$ cat src/rtl/pipe_ctrl_pkg.sv
// Shared types and defaults for the pipeline stall/flush sequencer.
// Holds the FSM encoding, the stage-control bundle and the canned control patterns.
package pipe_ctrl_pkg;

    localparam int unsigned MEM_TIMEOUT_DEF  = 256;
    localparam int unsigned DRAIN_CYCLES_DEF = 3;
    localparam int unsigned CNT_W_DEF        = 64;

    typedef enum logic [1:0] {
        ST_RUN       = 2'd0,
        ST_DMEM_WAIT = 2'd1,
        ST_DRAIN     = 2'd2,
        ST_HALTED    = 2'd3
    } pipe_state_t;

    typedef struct packed {
        logic pc_en;
        logic if_id_en;
        logic id_ex_en;
        logic ex_mem_en;
        logic mem_wb_en;
        logic if_id_flush;
        logic id_ex_flush;
        logic mem_wb_flush;
    } stage_ctrl_t;

    localparam stage_ctrl_t CTRL_DEFAULT = '{
        pc_en: 1'b1, if_id_en: 1'b1, id_ex_en: 1'b1, ex_mem_en: 1'b1, mem_wb_en: 1'b1,
        if_id_flush: 1'b0, id_ex_flush: 1'b0, mem_wb_flush: 1'b0};

    localparam stage_ctrl_t CTRL_IDLE = '{
        pc_en: 1'b0, if_id_en: 1'b0, id_ex_en: 1'b0, ex_mem_en: 1'b0, mem_wb_en: 1'b0,
        if_id_flush: 1'b0, id_ex_flush: 1'b0, mem_wb_flush: 1'b0};

    // Everything up to MEM freezes; WB keeps retiring and receives a bubble.
    localparam stage_ctrl_t CTRL_DMEM_STALL = '{
        pc_en: 1'b0, if_id_en: 1'b0, id_ex_en: 1'b0, ex_mem_en: 1'b0, mem_wb_en: 1'b1,
        if_id_flush: 1'b0, id_ex_flush: 1'b0, mem_wb_flush: 1'b1};

    localparam stage_ctrl_t CTRL_BRANCH = '{
        pc_en: 1'b1, if_id_en: 1'b1, id_ex_en: 1'b1, ex_mem_en: 1'b1, mem_wb_en: 1'b1,
        if_id_flush: 1'b1, id_ex_flush: 1'b1, mem_wb_flush: 1'b0};

    localparam stage_ctrl_t CTRL_BUBBLE = '{
        pc_en: 1'b0, if_id_en: 1'b0, id_ex_en: 1'b1, ex_mem_en: 1'b1, mem_wb_en: 1'b1,
        if_id_flush: 1'b0, id_ex_flush: 1'b1, mem_wb_flush: 1'b0};

    localparam stage_ctrl_t CTRL_DRAIN = '{
        pc_en: 1'b0, if_id_en: 1'b1, id_ex_en: 1'b1, ex_mem_en: 1'b1, mem_wb_en: 1'b1,
        if_id_flush: 1'b1, id_ex_flush: 1'b0, mem_wb_flush: 1'b0};

endpackage

$ cat src/rtl/pipeline_control_unit_perf_counter.sv
// Saturating event counter used for the cycle, stall and flush statistics.
module perf_counter #(
    parameter int unsigned CNT_W = 64
) (
    input  logic             clk_i,
    input  logic             rst_n_i,
    input  logic             inc_i,
    output logic [CNT_W-1:0] cnt_o
);

    logic [CNT_W-1:0] cnt_q;
    logic [CNT_W-1:0] cnt_d;

    // Next count: hold at all-ones instead of wrapping.
    always_comb begin
        cnt_d = cnt_q;
        if (inc_i && (cnt_q != {CNT_W{1'b1}})) begin
            cnt_d = cnt_q + CNT_W'(1);
        end else begin
            cnt_d = cnt_q;
        end
    end

    // Count register.
    always_ff @(posedge clk_i or negedge rst_n_i) begin
        if (!rst_n_i) begin
            cnt_q <= {CNT_W{1'b0}};
        end else begin
            cnt_q <= cnt_d;
        end
    end

    assign cnt_o = cnt_q;

endmodule

$ cat src/rtl/pipeline_control_unit.sv
// Stall/flush sequencer for the 5-stage pipeline: merges hazard, branch, memory-wait
// and halt requests into stage enables/flushes, with drain/halt FSM and DMEM watchdog.
module pipeline_control_unit
    import pipe_ctrl_pkg::*;
#(
    parameter int unsigned MEM_TIMEOUT  = MEM_TIMEOUT_DEF,
    parameter int unsigned DRAIN_CYCLES = DRAIN_CYCLES_DEF,
    parameter int unsigned CNT_W        = CNT_W_DEF
) (
    input  logic             clk,
    input  logic             rst_n,
    input  logic             load_use_stall,
    input  logic             branch_taken,
    input  logic             imem_ready,
    input  logic             dmem_req,
    input  logic             dmem_ready,
    input  logic             halt_req,
    input  logic             resume,
    output logic             pc_en,
    output logic             if_id_en,
    output logic             id_ex_en,
    output logic             ex_mem_en,
    output logic             mem_wb_en,
    output logic             if_id_flush,
    output logic             id_ex_flush,
    output logic             mem_wb_flush,
    output logic             halted,
    output logic             bus_error,
    output logic [CNT_W-1:0] cycle_cnt,
    output logic [CNT_W-1:0] stall_cnt,
    output logic [CNT_W-1:0] flush_cnt
);

    localparam int unsigned WAIT_W = $clog2(MEM_TIMEOUT + 1);
    localparam int unsigned DRN_W  = $clog2(DRAIN_CYCLES + 1);
    localparam logic [WAIT_W-1:0] WAIT_ONE = WAIT_W'(1);
    localparam logic [WAIT_W-1:0] WAIT_MAX = WAIT_W'(MEM_TIMEOUT);
    localparam logic [DRN_W-1:0]  DRN_ONE  = DRN_W'(1);
    localparam logic [DRN_W-1:0]  DRN_LAST = DRN_W'(DRAIN_CYCLES - 1);

    pipe_state_t       state_q, state_d, eff_state_s;
    logic              ret_drain_q, ret_drain_d;
    logic [WAIT_W-1:0] wait_q, wait_d;
    logic [DRN_W-1:0]  drain_q, drain_d;
    logic              bus_err_q, bus_err_d;
    stage_ctrl_t       ctrl_s, ctrl_out_s;
    logic              dmem_stall_s;
    logic              br_flush_s;
    logic              cyc_inc_s, stall_inc_s;

    assign dmem_stall_s = dmem_req && !dmem_ready;

    // On the release cycle the saved return state takes over so held requests act at once.
    always_comb begin
        if ((state_q == ST_DMEM_WAIT) && dmem_ready) begin
            eff_state_s = ret_drain_q ? ST_DRAIN : ST_RUN;
        end else begin
            eff_state_s = state_q;
        end
    end

    // Control decode and next-state logic.
    always_comb begin
        ctrl_s      = CTRL_DEFAULT;
        state_d     = eff_state_s;
        ret_drain_d = ret_drain_q;
        wait_d      = wait_q;
        drain_d     = drain_q;
        bus_err_d   = bus_err_q;
        br_flush_s  = 1'b0;
        case (eff_state_s)
            ST_RUN: begin
                if (dmem_stall_s) begin
                    ctrl_s      = CTRL_DMEM_STALL;
                    state_d     = ST_DMEM_WAIT;
                    ret_drain_d = 1'b0;
                    wait_d      = WAIT_ONE;
                end else if (branch_taken) begin
                    ctrl_s     = CTRL_BRANCH;
                    br_flush_s = 1'b1;
                end else if (!imem_ready) begin
                    ctrl_s = CTRL_BUBBLE;
                end else if (halt_req) begin
                    ctrl_s  = CTRL_DRAIN;
                    state_d = ST_DRAIN;
                    drain_d = {DRN_W{1'b0}};
                end else if (load_use_stall) begin
                    ctrl_s = CTRL_BUBBLE;
                end else begin
                    ctrl_s = CTRL_DEFAULT;
                end
            end
            ST_DRAIN: begin
                if (dmem_stall_s) begin
                    ctrl_s      = CTRL_DMEM_STALL;
                    state_d     = ST_DMEM_WAIT;
                    ret_drain_d = 1'b1;
                    wait_d      = WAIT_ONE;
                end else if (drain_q >= DRN_LAST) begin
                    ctrl_s  = CTRL_DRAIN;
                    state_d = ST_HALTED;
                    drain_d = {DRN_W{1'b0}};
                end else begin
                    ctrl_s  = CTRL_DRAIN;
                    drain_d = drain_q + DRN_ONE;
                end
            end
            ST_DMEM_WAIT: begin
                ctrl_s = CTRL_DMEM_STALL;
                wait_d = wait_q + WAIT_ONE;
                if (wait_d >= WAIT_MAX) begin
                    state_d   = ST_HALTED;
                    bus_err_d = 1'b1;
                end else begin
                    state_d = ST_DMEM_WAIT;
                end
            end
            ST_HALTED: begin
                ctrl_s = CTRL_IDLE;
                if (resume) begin
                    state_d   = ST_RUN;
                    bus_err_d = 1'b0;
                end else begin
                    state_d = ST_HALTED;
                end
            end
            default: begin
                ctrl_s  = CTRL_IDLE;
                state_d = ST_RUN;
            end
        endcase
    end

    // FSM, watchdog, drain counter and sticky error registers.
    always_ff @(posedge clk or negedge rst_n) begin
        if (!rst_n) begin
            state_q     <= ST_RUN;
            ret_drain_q <= 1'b0;
            wait_q      <= {WAIT_W{1'b0}};
            drain_q     <= {DRN_W{1'b0}};
            bus_err_q   <= 1'b0;
        end else begin
            state_q     <= state_d;
            ret_drain_q <= ret_drain_d;
            wait_q      <= wait_d;
            drain_q     <= drain_d;
            bus_err_q   <= bus_err_d;
        end
    end

    // Enables are forced low while reset is held, independent of any clock edge.
    assign ctrl_out_s   = rst_n ? ctrl_s : CTRL_IDLE;
    assign pc_en        = ctrl_out_s.pc_en;
    assign if_id_en     = ctrl_out_s.if_id_en;
    assign id_ex_en     = ctrl_out_s.id_ex_en;
    assign ex_mem_en    = ctrl_out_s.ex_mem_en;
    assign mem_wb_en    = ctrl_out_s.mem_wb_en;
    assign if_id_flush  = ctrl_out_s.if_id_flush;
    assign id_ex_flush  = ctrl_out_s.id_ex_flush;
    assign mem_wb_flush = ctrl_out_s.mem_wb_flush;
    assign halted       = (state_q == ST_HALTED);
    assign bus_error    = bus_err_q;

    assign cyc_inc_s   = (state_q != ST_HALTED);
    assign stall_inc_s = (state_q != ST_HALTED) && !ctrl_s.pc_en;

    perf_counter #(.CNT_W(CNT_W)) u_cycle_cnt (
        .clk_i   (clk),
        .rst_n_i (rst_n),
        .inc_i   (cyc_inc_s),
        .cnt_o   (cycle_cnt)
    );

    perf_counter #(.CNT_W(CNT_W)) u_stall_cnt (
        .clk_i   (clk),
        .rst_n_i (rst_n),
        .inc_i   (stall_inc_s),
        .cnt_o   (stall_cnt)
    );

    perf_counter #(.CNT_W(CNT_W)) u_flush_cnt (
        .clk_i   (clk),
        .rst_n_i (rst_n),
        .inc_i   (br_flush_s),
        .cnt_o   (flush_cnt)
    );

endmodule

$ cat config.mk
export PLATFORM = sky130hd
export DESIGN_NAME = pipeline_control_unit
export DESIGN_NICKNAME = d
export VERILOG_FILES = /design/src/rtl/pipe_ctrl_pkg.sv /design/src/rtl/pipeline_control_unit_perf_counter.sv /design/src/rtl/pipeline_control_unit.sv
export SDC_FILE = /design/constraint.sdc
export NUM_CORES = 1
export LEC_CHECK = 0
export ABC_AREA = 1
export CAP_MARGIN = 30
export CELL_PAD_IN_SITES_DETAIL_PLACEMENT = 0
export CELL_PAD_IN_SITES_GLOBAL_PLACEMENT = 2
export CORE_ASPECT_RATIO = 0.8
export CORE_MARGIN = 2
export CORE_UTILIZATION = 27
export CTS_CLUSTER_DIAMETER = 120
export DETAILED_ROUTE_END_ITERATION = 12
export PLACE_DENSITY_LB_ADDON = 0.1
export SYNTH_ARGS = -nofsm -noshare
export SYNTH_HDL_FRONTEND = slang
export SYNTH_HIERARCHICAL = 1
export SYNTH_SLANG_ARGS = --single-unit
$ cat constraint.sdc
create_clock -name clk -period 2.2 [get_ports clk]
set_input_delay 0.22 -clock clk [delete_from_list [all_inputs] [get_ports clk]]
set_output_delay 0.22 -clock clk [all_outputs]
set_load 0.005 [all_outputs]
## After elaboration in Yosys (flattened, before gate mapping)

Index checks and enable logic that the tools add are counted.

| word-level totals | value |
|---|---|
| register bits | 207 |
| bits of input ports | 9 |
| word-level logic and storage cells | 88 |

| cells by class | value |
|---|---|
| $lt $le $gt $ge | 2 |
| reductions and logical operators | 17 |
| equality and inequality tests | 19 |
| mux-type cells | 37 |
| add/sub/neg operators | 5 |

Operators by type and width:

| cell | number |
|---|---|
| $add A64 B1 Y64 const B | 3 |
| $ne A64 B64 Y1 const B | 3 |
| $mux W8 | 6 |
| $mux W2 | 16 |
| $pmux W8 S4 | 1 |
| $ne A2 B2 Y1 const B | 10 |
| $pmux W9 S2 | 1 |
| $add A9 B1 Y9 const B | 1 |
| $ge A9 B9 Y1 const B | 1 |
| $mux W9 | 1 |
| $pmux W2 S4 | 1 |
| $mux W1 | 7 |
| $mux W7 | 1 |
| $eq A2 B2 Y1 const B | 3 |
| $logic_and A1 B1 Y1 | 6 |
| $reduce_and A3 Y1 | 2 |
| $reduce_and A6 Y1 | 1 |
| $reduce_bool A2 Y1 | 3 |
| $eq A2 B1 Y1 const B | 2 |
| $pmux W1 S2 | 2 |
| $pmux W2 S2 | 1 |
| $add A2 B1 Y2 const B | 1 |
| $ge A2 B2 Y1 const B | 1 |
| $logic_not A1 Y1 | 2 |
| 4 further kinds | 4 |

## Logic depth before layout (Yosys ltp)

Gate-level depths: netlist (run 1).

| logic depth | value |
|---|---|
| depth in word-level cells | 9 |
| gate-level depth with buffers | 17 |
| depth with buffers taken out | 16 |

## Hierarchy

The synthesis (run 1) kept the hierarchy.

Modules (own cells, without submodules):

| module | area an instance (um2) | cells an instance | times used |
|---|---|---|---|
| perf_counter | 4,740.8 | 744 | 3 |
| pipeline_control_unit | 959.7 | 137 | 1 |

## Worst setup path after synthesis (run 1)

No wires, ideal clock.

| timing path | value |
|---|---|
| path type | flip-flop to flip-flop |
| start point | reg state_q[1] |
| end point | reg u_flush_cnt.cnt_q[22] (netlist: u_flush_cnt/cnt_o[22]) |
| clock period less this slack | 2.102 ns |
| data arrival time | 1.981 ns |
| data required time | 2.080 ns |
| path buffers | 1 |
| path slack | 0.098 ns |
| cell stages (with the launch flop) | 14 |
| cells stage by stage | dfrtp_1 inv_2 nand2_2 nand2_4 inv_4 nor2_4 nand2_1 nor2_1 buf_2 inv_1 nor3_1 nand2_1 o21ai_0 nand2_1 |

| on the way | value |
|---|---|
| longest elaborated chain between the ends | 6 |

Ends and longest elaborated chain:

| element | line | text |
|---|---|---|
| from (decl) | pipeline_control_unit.sv:41 | `pipe_state_t state_q, state_d, eff_state_s;` |
| from (signal assigned) | pipeline_control_unit.sv:143 | `state_q <= state_d;` |
| $eq A2 B1 Y1 | pipeline_control_unit.sv:55 | `if ((state_q == ST_DMEM_WAIT) && dmem_ready) begin` |
| $logic_and A1 B1 Y1 | pipeline_control_unit.sv:55 |  |
| $mux W2 * | pipeline_control_unit.sv:55 |  |
| $logic_not A2 Y1 * | pipeline_control_unit.sv:71 | `case (eff_state_s)` |
| $mux W1 * | pipeline_control_unit.sv:71 |  |
| named net br_flush_s | pipeline_control_unit.sv:48 | `logic br_flush_s;` |
| $logic_and A1 B1 Y1 * | pipeline_control_unit_perf_counter.sv:17 | `if (inc_i && (cnt_q != {CNT_W{1'b1}})) begin` |
| to (signal assigned) | pipeline_control_unit_perf_counter.sv:27 | `cnt_q <= {CNT_W{1'b0}};` |
| to (signal assigned) | pipeline_control_unit_perf_counter.sv:29 | `cnt_q <= cnt_d;` |
| to (decl) | pipeline_control_unit_perf_counter.sv:11 | `logic [CNT_W-1:0] cnt_q;` |

Mark *: on every way through the listed nets, which the timed path passes. The rest lies on a longest branch.
A chain may end at the register's enable or synchronous reset.

## Final worst setup path (run 1)

| timing path | value |
|---|---|
| start point | reg state_q[0] |
| end point | reg u_stall_cnt.cnt_q[30] (netlist: u_stall_cnt/cnt_o[30]) |

| on the way | value |
|---|---|
| longest elaborated chain between the ends | 8 |
| elaborated cells on any way between the ends | 12 |
| those cells by class | eq/ne: 5; mux: 2; reduce/logical: 5 |

Ends and longest elaborated chain:

| element | line | text |
|---|---|---|
| $eq A2 B1 Y1 | pipeline_control_unit.sv:55 |  |
| $logic_and A1 B1 Y1 | pipeline_control_unit.sv:55 |  |
| $mux W2 | pipeline_control_unit.sv:55 |  |
| $eq A2 B2 Y1 (tied with other cells) | pipeline_control_unit.sv:71 |  |
| $pmux W8 S4 | pipeline_control_unit.sv:71 |  |
| $logic_not A1 Y1 | pipeline_control_unit.sv:165 | `assign stall_inc_s = (state_q != ST_HALTED) && !ctrl_s.pc_en;` |
| $logic_and A1 B1 Y1 * | pipeline_control_unit.sv:165 |  |
| named net stall_inc_s | pipeline_control_unit.sv:49 | `logic cyc_inc_s, stall_inc_s;` |
| $logic_and A1 B1 Y1 * | pipeline_control_unit_perf_counter.sv:17 |  |
| to (signal assigned) | pipeline_control_unit_perf_counter.sv:27 |  |
| to (signal assigned) | pipeline_control_unit_perf_counter.sv:29 |  |
| to (decl) | pipeline_control_unit_perf_counter.sv:11 |  |

Marked as above.

==> impl_metrics.tcl, run 1 <==
set metrics [dict create \
    status "finished clean" \
    rr_startpoint "state_q[0]$_DFF_PN0_" \
    cts.clk_slew.worst_paths_ps 60 \
    fmax_mhz 462.9 \
    p_int_w 0.008890 \
    switchingPower_w 0.004848 \
    swShare_pct 35.29 \
    dpl.hpwl_um 50730 \
    synth_top_area_share_pct 34.12 \
    relSlewSlack_pct 28.56 \
    power_frac_seq_pct 32.7 \
    synth_cells 2369 \
    irDropWorstVdd_v 0.0004569 \
    r2r_setup_slack_ps 40 \
    p_leak_nw 8.713 \
    drive_above_1_share_pct 16.28 \
    post-route-period-util_pct 98.19 \
    critPathRequiredTime_ps 2700 \
    wirelength_um 64790 \
    cap_viol_max_count 0 \
    regArea_mm2 0.005180 \
    crit_path_start_kind "flop" \
    design_area_mm2 0.02055 \
    yosys_warnings 6 \
    hold_violations 0 \
    synthArstFlopShare_pct 100.0 \
    clock_power_share_pct 34.9 \
    worstPathMaxFanout 14 \
    first_pass_iters 5 \
    postRouteAntennaNets 0 \
    min-delay-start "resume" \
    multi_input_area_mm2 0.008984 \
    grt_overflow 0 \
    port_buffers 210 \
    cp.arrival_ps 2660 \
    die_area_mm2 0.05815 \
    placed_cell_area_mm2 0.01909 \
    ys.flop_type "dfrtp_1" \
    viasPerCell 4.679 \
    holdWs_ps 268.3 \
    syn_avg_cell_area_um2 6.409 \
    grt_pass1_wl_um 96970 \
    tritoncts "built" \
    rsz0062_at_grt "yes" \
    htree_levels 1 \
    yosysMostFrequentCell "nand2_1" \
    grt_use_total_pct 21.56 \
    antenna_cells 0 \
    clk_latency_ps 580 \
    critPathKind "reg2reg" \
    antenna_found_initial 0 \
    synth_area_leaders "dfrtp_1 34%, nand2_1 24%, nor2_1 9.8%" \
    synth_edf_count 0 \
    vias 16470 \
    min-delay-path-class "in2reg" \
    core_mm2 0.05540 \
    whs_path_depth 4 \
    gp_congestion 0.9155 \
    powerDensity_mw_per_mm2 668.6 \
    fin_skew_ps 18.35 \
    first_global_vias 15870 \
    synthTopCellsByCount "971 x nand2_1, 395 x nor2_1, 218 x inv_1, 207 x dfrtp_1, 140 x nand3_1" \
    area_delta_synth_final_pct 35.35 \
    drtIter0Drc 1294 \
    synthesis.area_mm2 0.01518 \
    wl_per_cell_um 18.40 \
    synth_seq_cells 207 \
    nets 2765 \
    holdPathEnd "bus_error$_DFFE_PN0P_" \
    ys_types 28 \
    pwr-share-comb_pct 32.4 \
    clockBufferDepth 3 \
    yosysSeqAreaShare_pct 34.12 \
    endpoint_kind "flop" \
    fin_crit_ps 2160 \
    grt_max_degree 155 \
    start_util_pct 27.41 \
    fp-row-count 77 \
    route.detailed.drc 0 \
    fin_setup_tns_ps 0 \
    die_w_um 269.1 \
    worst_pin_slew_ps 1072 \
    r2r-end "u_stall_cnt/cnt_o[30]$_DFFE_PN0P_" \
    nFillCells 5978 \
    finalSetupViolations 0 \
    die_h_um 216.1 \
    synth_fp_nets 2382 \
    rr_worst_depth 14 \
    synth_top_area_cell "dfrtp_1" \
    pre_cts_ws_ps -298.0 \
    cts.sinks 207 \
    layout_setup_ws_ps 39.74 \
    maxSlewViolCount 0 \
    cts-root-buf "clkbuf_16" \
    cts_buffers 28 \
    pin_count 211 \
]
-- cells in the final DEF, fill, tap and decap left out, drive strengths merged --
cell,n
a21oi,7
buf,178
bufinv,4
clkbuf,39
clkdlybuf4s15,1
clkdlybuf4s50,201
clkinv,7
clkinvlp,5
dfrtp,207
dlygate4sd2,4
dlygate4sd3,1
ha,4
inv,227
nand2,1020
nand3,140
nand3b,30
nand4,64
nor2,442
nor3,21
o21ai,109
o22ai,1
or2,3
xnor2,22
xor2,34
-- worst max-delay path: stages, from the launching register on --
cell and delay [ps]:
dfrtp_1 370, buf_6 120, nand2_4 40, o21ai_4 150, inv_2 70, nand2_4 70
nor2_2 40, nor2_2 130, buf_6 180, clkinvlp_4 230, nor2_4 210, buf_12 170
buf_12 160, nand2_1 70, o21ai_2 50
-- per-layer routing --
| layer | track usage, % | wire, um | up-vias |
|---|---|---|---|
| met5 | 0 | 0 | - |
| met3 | 2.770 | 3099 | 58 |
| met2 | 32.37 | 27150 | 408 |
| met1 | 32.81 | 33440 | 7840 |
| li1 | - | - | 8168 |
| met4 | 4.227 | 1097 | 0 |
-- final cells by class --
type,count,share of cell area (%)
multi-input combinational,1897,43.72
clock buffer,34,3.519
clock inverter,15,0.9560
sequential,207,25.21
timing repair buffer,390,17.82
tap,750,4.567
inverter,228,4.208
-- power groups by stage --
stage,Clock [W],Combinational [W],Sequential [W]
floorplan,0,0.00207,0.00471
global placement,0,0.00440,0.00483
detailed placement,0,0.00444,0.00482
CTS,0.00496,0.00385,0.00448
global route,0.00508,0.00483,0.00454
finish,0.00479,0.00445,0.00450
-- what timing repair did --
action,CTS,global route
gates cloned,0,6
pin swaps,1,23
hold buffers,1,0
setup endpoints to repair,8,130
hold endpoints to repair,182,0
buffers inserted,5,17
resized for setup,27,64
-- metrics by stage --
stage / total power (W) / util, % / instances
6_report: 0.01374 / 37.09 / 3521
5_1_grt: 0.01445 / 37.09 / 3521
4_1_cts: 0.01329 / 36.27 / 3500
3_5_place_dp: 0.009267 / 34.46 / 3445
3_3_place_gp: 0.009228 / 34.46 / 3445
2_1_floorplan: 0.006775 / - / 2369
-- cell families after synthesis --
kind of cell               Yosys count  synth area share (%)
AOI/OAI and AO/OA                  117                 5.621
xor gates and xnor gates            56                 3.231
adders and majority gates            4                0.3297
buffers and inverters              265                 8.068
DFF                                207                 34.12
and+or+nand+nor                   1720                 48.63
-- worst max path at each step --
stage,startpoint,to,slack (ps)
after global routing,state_q[0]$_DFF_PN0_,u_stall_cnt/cnt_o[37]$_DFFE_PN0P_,-80
after global placement,dmem_ready,u_flush_cnt/cnt_o[61]$_DFFE_PN0P_,-290
after CTS,state_q[0]$_DFF_PN0_,mem_wb_flush,-60
final,state_q[0]$_DFF_PN0_,u_stall_cnt/cnt_o[30]$_DFFE_PN0P_,40
after detailed placement,dmem_ready,u_flush_cnt/cnt_o[61]$_DFFE_PN0P_,-300
after floorplan,state_q[1]$_DFF_PN0_,u_flush_cnt/cnt_o[22]$_DFFE_PN0P_,100
-- flip-flops by register name, indices dropped and copies added (netlist names) --
name / flops
bus_error: 1
u_cycle_cnt/cnt_o: 64
u_stall_cnt/cnt_o: 64
ret_drain_q: 1
drain_q: 2
wait_q: 9
u_flush_cnt/cnt_o: 64
state_q: 2
Note: power is estimated with default switching activity, not from simulation.
==> run 2, diff against run 1 <==
Settings changed: CORE_UTILIZATION 27 to 26, SYNTH_HIERARCHICAL 1 to not set.
==> impl_metrics.tcl, run 2 <==
set metrics [dict create \
    holdWs_ps 42.48 \
    fp-row-count 76 \
    cts.clk_slew.worst_paths_ps 60 \
    postRouteAntennaNets 0 \
    synthTopCellsByCount "1197 x nand2_1, 400 x nor2_1, 207 x dfrtp_1, 140 x inv_1, 72 x o21ai_0" \
    critPathRequiredTime_ps 2630 \
    cts_buffers 27 \
    pin_count 211 \
    numPlacedInstances 3383 \
    crit_path_start_kind "flop" \
    viasPerCell 4.576 \
    hold_violations 0 \
    antenna_cells 0 \
    yosysSeqAreaShare_pct 36.58 \
    final_common_cell "nand2_1" \
    vias 15780 \
    status "finished clean" \
    synthesis.area_mm2 0.01416 \
    ys_types 35 \
    dpl.hpwl_um 48890 \
    p_int_w 0.008134 \
    finalSetupViolations 0 \
    htree_levels 1 \
    fin_crit_ps 2098 \
    switchingPower_w 0.004136 \
    core_mm2 0.05382 \
    die_h_um 212.8 \
    fin_setup_tns_ps 0 \
    endpoint_kind "flop" \
    worst_pin_slew_ps 841.2 \
    critical_path.max_stage_delay_ps 410 \
    port_buffers 210 \
    mostFrequentLayoutCells "1191 x nand2_1, 396 x nor2_1, 202 x dfrtp_1, 202 x clkdlybuf4s50_1, 196 x buf_4" \
    syn_avg_cell_area_um2 6.126 \
    route.detailed.drc 0 \
    wirelength_um 62150 \
    min-delay-path-class "in2async" \
    grt_pass1_wl_um 92870 \
    crit_buf_inv 7 \
    cap_viol_max_count 0 \
    relSlewSlack_pct 43.92 \
    die_w_um 264.9 \
    irDropWorstVdd_v 0.0003836 \
    die_area_mm2 0.05636 \
    path_cells "o21ai_2, nand2_2, nor2_4, buf_4, buf_4, buf_4, buf_4, buf_4, nand2_4, o21bai_4, buf_4, buf_12, nand2_1, o21ai_0" \
    critPathKind "reg2reg" \
    first_pass_iters 5 \
    rsz0062_at_grt "yes" \
    synthArstFlopShare_pct 100.0 \
    synth_top_area_share_pct 36.58 \
    maxSlewViolCount 0 \
    powerDensity_mw_per_mm2 623.6 \
    tritoncts "built" \
    first_global_vias 15430 \
    cp.arrival_ps 2530 \
    stdcell_count 3448 \
    critPathSlowestCell "dfrtp_1" \
    synth_area_leaders "dfrtp_1 37%, nand2_1 32%, nor2_1 11%" \
    synth_fp_nets 2325 \
    swShare_pct 33.71 \
    p_leak_nw 8.663 \
    grt_max_degree 118 \
    drive_above_1_share_pct 11.00 \
    fmax_mhz 476.7 \
    gp_congestion 0.9119 \
    power_frac_seq_pct 35.4 \
    synth_seq_cells 207 \
    clk_latency_ps 560 \
    worst_path_most_repeated_cell "buf_4" \
    grt_overflow 0 \
    crit_family "buffers and inverters" \
    antenna_found_initial 0 \
    clock_power_share_pct 34.4 \
    clockBufferDepth 3 \
    r2r_setup_slack_ps 100 \
    wl_per_cell_um 18.02 \
    area_delta_synth_final_pct 38.92 \
    fin_skew_ps 11.81 \
    synth_edf_count 0 \
    p_total_w 0.01227 \
    ys.flop_type "dfrtp_1" \
    synth_cells 2312 \
    pwr-share-comb_pct 30.2 \
    cts-root-buf "clkbuf_16" \
    grt_use_total_pct 21.54 \
    cts.sinks 207 \
    drtIter0Drc 1145 \
    yosys_warnings 0 \
    nets 2742 \
    synth_top_area_cell "dfrtp_1" \
    start_util_pct 26.31 \
    post-route-period-util_pct 95.35 \
    yosysMostFrequentCell "nand2_1" \
    worstPathMaxFanout 10 \
]
## run 2: cell types whose count changed after synthesis, moves of 12 or more
cell / previous run / this run
nand2_1: 971 / 1197
nand3_1: 140 / 56
inv_1: 218 / 140
o21ai_2: 68 / 1
xnor2_1: 22 / 63
o21ai_0: 38 / 72
nand2_2: 36 / 5
nand3b_1: 30 / 1
nor2_4: 28 / 3
nor3_1: 21 / 5
clkbuf_1: 0 / 13
nand4_1: 64 / 51
nand2_4: 13 / 1
## run 2: cell families after synthesis
group,Yosys count,share of synthesized area [%]
simple gates,1733,48.00
flops,207,36.58
fa+ha+maj,4,0.3534
xor+xnor,94,5.813
buf+inv,184,5.751
compound gates,90,3.508
## run 2: worst paths after layout
check,from,to,cells after the start
hold / removal,rst_n,wait_q[3]$_DFFE_PN0P_,2
setup reg to reg,state_q[1]$_DFF_PN0_,u_flush_cnt.cnt_o[2]$_DFFE_PN0P_,14
hold reg to reg,ret_drain_q$_DFFE_PN0P_,ret_drain_q$_DFFE_PN0P_,2
max in group asynchronous,rst_n,u_stall_cnt.cnt_o[0]$_DFFE_PN0P_,4
min in group clk,resume,bus_error$_DFFE_PN0P_,4
setup / recovery,state_q[1]$_DFF_PN0_,u_flush_cnt.cnt_o[2]$_DFFE_PN0P_,14
## run 2: metal layers
layer / GRT usage (%) / routed length [um] / up-vias
met4: 4.520 / 1202 / 0
met5: 0 / 0 / -
met2: 32.75 / 26200 / 325
li1: - / - / 7958
met3: 2.445 / 2416 / 59
met1: 32.60 / 32330 / 7437
## run 2: worst reg2reg max path, stage by stage, from the launching register on
cell,delay [ps]
dfrtp_1,410
o21ai_2,180
nand2_2,110
nor2_4,100
buf_4,100
buf_4,80
buf_4,80
buf_4,90
buf_4,110
nand2_4,70
o21bai_4,210
buf_4,170
buf_12,140
nand2_1,50
o21ai_0,80
## run 2: cell type report
cell class	count	area, um2
fill	5826	34150
clock inverter	5	25.02
timing repair buffer	428	4025
multi-input combinational	1921	8248
clock buffer	41	768.2
sequential	207	5186
inverter	144	543.0
tap	702	878.3
## run 2: power by group through the flow
stage                     registers [W]  clock network [W]  logic, W
final                           0.00435            0.00422   0.00370
after global routing            0.00439            0.00449   0.00407
after CTS                       0.00434            0.00436   0.00343
after detailed placement        0.00440                  0   0.00335
after global placement          0.00440                  0   0.00331
after floorplan                 0.00442                  0   0.00161
## run 2: what timing repair did
item                       4_1_cts  5_1_grt
setup endpoints to repair        8      194
hold buffers                     1        0
hold endpoints to repair       158        0
gates cloned                     0        5
resized for setup               14       19
setup buffers                    6        8
pin swaps                        4        6
## run 2: metrics by stage
step	instance area, um2	utilization, %	setup slack (ps)
2_1_floorplan	14160	-	265.8
3_3_place_gp	18560	34.48	57.47
3_5_place_dp	18560	34.48	55.67
4_1_cts	19410	36.07	-4.766
5_1_grt	19670	36.55	-29.37
6_report	19670	36.55	102.3
==> run 3, diff against run 2 <==
Settings changed: SKIP_CTS_REPAIR_TIMING set to 1.
==> impl_metrics.tcl, run 3 (synthesis results as in run 2) <==
set metrics [dict create \
    port_buffers 210 \
    wirelength_um 61520 \
    crit_family "simple AND/OR/NAND/NOR gates" \
    cts_buffers 27 \
    crit_buf_inv 1 \
    grt_overflow 0 \
    critical_path.max_stage_delay_ps 510 \
    worst_path_most_repeated_cell "nand2_2" \
    first_global_vias 15370 \
    clockBufferDepth 3 \
    wl_per_cell_um 17.90 \
    first_pass_iters 5 \
    path_cells "nand3_1, nand2_2, nor2_4, nand2_2, nor2_2, clkdlybuf4s50_1" \
    drive_above_1_share_pct 10.53 \
    irDropWorstVdd_v 0.0004053 \
    endpoint_kind "output port" \
    start_util_pct 26.31 \
    fin_skew_ps 12.12 \
    r2r_setup_slack_ps 150 \
    grt_pass1_wl_um 92640 \
    rr_worst_depth 8 \
    grt_max_degree 118 \
    critPathRequiredTime_ps 1980 \
    cap_viol_max_count 0 \
    nFillCells 5834 \
    p_leak_nw 8.624 \
    htree_levels 1 \
    powerDensity_mw_per_mm2 616.0 \
    antenna_cells 0 \
    critPathKind "reg2out" \
    rr_startpoint "u_flush_cnt.cnt_o[34]$_DFFE_PN0P_" \
    worstPathMaxFanout 4 \
    worst_pin_slew_ps 845.0 \
    core_mm2 0.05382 \
    drtIter0Drc 1114 \
    violations "setup timing" \
    crit_path_start_kind "flop" \
    die_w_um 264.9 \
    status "complete, but fails checks" \
    grt_use_total_pct 21.50 \
    post-route-period-util_pct 102.7 \
    rsz0062_at_grt "yes" \
    nets 2731 \
    fin_crit_ps 2259 \
    tritoncts "built" \
    cts.clk_slew.worst_paths_ps 60 \
    layout_setup_ws_ps -58.56 \
    antenna_found_initial 0 \
    pin_count 211 \
    vias 15710 \
    clk_latency_ps 560 \
    die_h_um 212.8 \
    min-delay-path-class "in2async" \
    relSlewSlack_pct 43.67 \
    r2r-end "u_flush_cnt.cnt_o[15]$_DFFE_PN0P_" \
    cp.arrival_ps 2040 \
    viasPerCell 4.570 \
    die_area_mm2 0.05636 \
    final_common_cell "nand2_1" \
    cts.sinks 207 \
    route.detailed.drc 0 \
    pre_cts_ws_ps 55.67 \
    maxSlewViolCount 0 \
    fmax_mhz 442.8 \
    mostFrequentLayoutCells "1193 x nand2_1, 394 x nor2_1, 204 x dfrtp_1, 203 x clkdlybuf4s50_1, 190 x buf_4" \
    critPathSlowestCell "clkdlybuf4s50_1" \
    hold_violations 0 \
    dpl.hpwl_um 48890 \
    p_total_w 0.01203 \
    gp_congestion 0.9119 \
    cts-root-buf "clkbuf_16" \
    finalSetupViolations 1 \
    area_delta_synth_final_pct 37.87 \
    postRouteAntennaNets 0 \
    fp-row-count 76 \
]
## run 3: cell types whose count changed in the layout (fill, tap and decap cells not counted), sizes merged
cell	previous run	this run
dlygate4sd2	7	0
dlymetal6s2s	0	6
clkdlybuf4s50	202	203
buf	213	206
clkbuf	46	42
## run 3: worst max-delay path by stage
stage	start	to	slack, ps	cells past startpoint
6_report	state_q[0]$_DFF_PN0_	pc_en	-60	6
5_1_grt	state_q[0]$_DFF_PN0_	pc_en	-170	6
3_5_place_dp	dmem_ready	u_stall_cnt.cnt_o[29]$_DFFE_PN0P_	60	12
3_3_place_gp	dmem_ready	u_stall_cnt.cnt_o[21]$_DFFE_PN0P_	60	12
4_1_cts	state_q[1]$_DFF_PN0_	id_ex_flush	-220	6
2_1_floorplan	u_stall_cnt.cnt_o[0]$_DFFE_PN0P_	u_stall_cnt.cnt_o[34]$_DFFE_PN0P_	270	12
## run 3: report_power, final
group / total, W / internal, W / leakage, nW / switching [W]
clock: 0.00420 / 0.00238 / 0.393 / 0.00183
combinational: 0.00348 / 0.00153 / 5.38 / 0.00195
sequential: 0.00434 / 0.00407 / 2.85 / 0.000273
## run 3: area by class of cell
class | instances | area (um2) | share of cell area (%)
tap | 702 | 878.3 | 4.499
clock buffer | 41 | 768.2 | 3.935
sequential | 207 | 5184 | 26.55
timing repair buffer | 417 | 3884 | 19.89
multi-input combinational | 1921 | 8243 | 42.22
inverter | 144 | 543.0 | 2.781
clock inverter | 5 | 25.02 | 0.1282
## run 3: per-layer routing
| layer | up-vias | wire, um | global-route usage [%] |
|---|---|---|---|
| met5 | - | 0 | 0 |
| met4 | 0 | 1185 | 4.520 |
| met3 | 60 | 2291 | 2.456 |
| met2 | 334 | 25870 | 32.63 |
| met1 | 7382 | 32170 | 32.55 |
| li1 | 7931 | - | - |
## run 3: stage by stage
step	util, %	instances	setup TNS, ps	cell area [um2]	hold WS, ps
6_report	36.28	3437	-58.56	19530	136.6
5_1_grt	36.28	3437	-225.9	19530	137.4
4_1_cts	35.95	3429	-1122	19350	-587.8
3_5_place_dp	34.48	3383	0	18560	22.14
3_3_place_gp	34.48	3383	0	18560	19.23
2_1_floorplan	-	2312	0	14160	-75.59
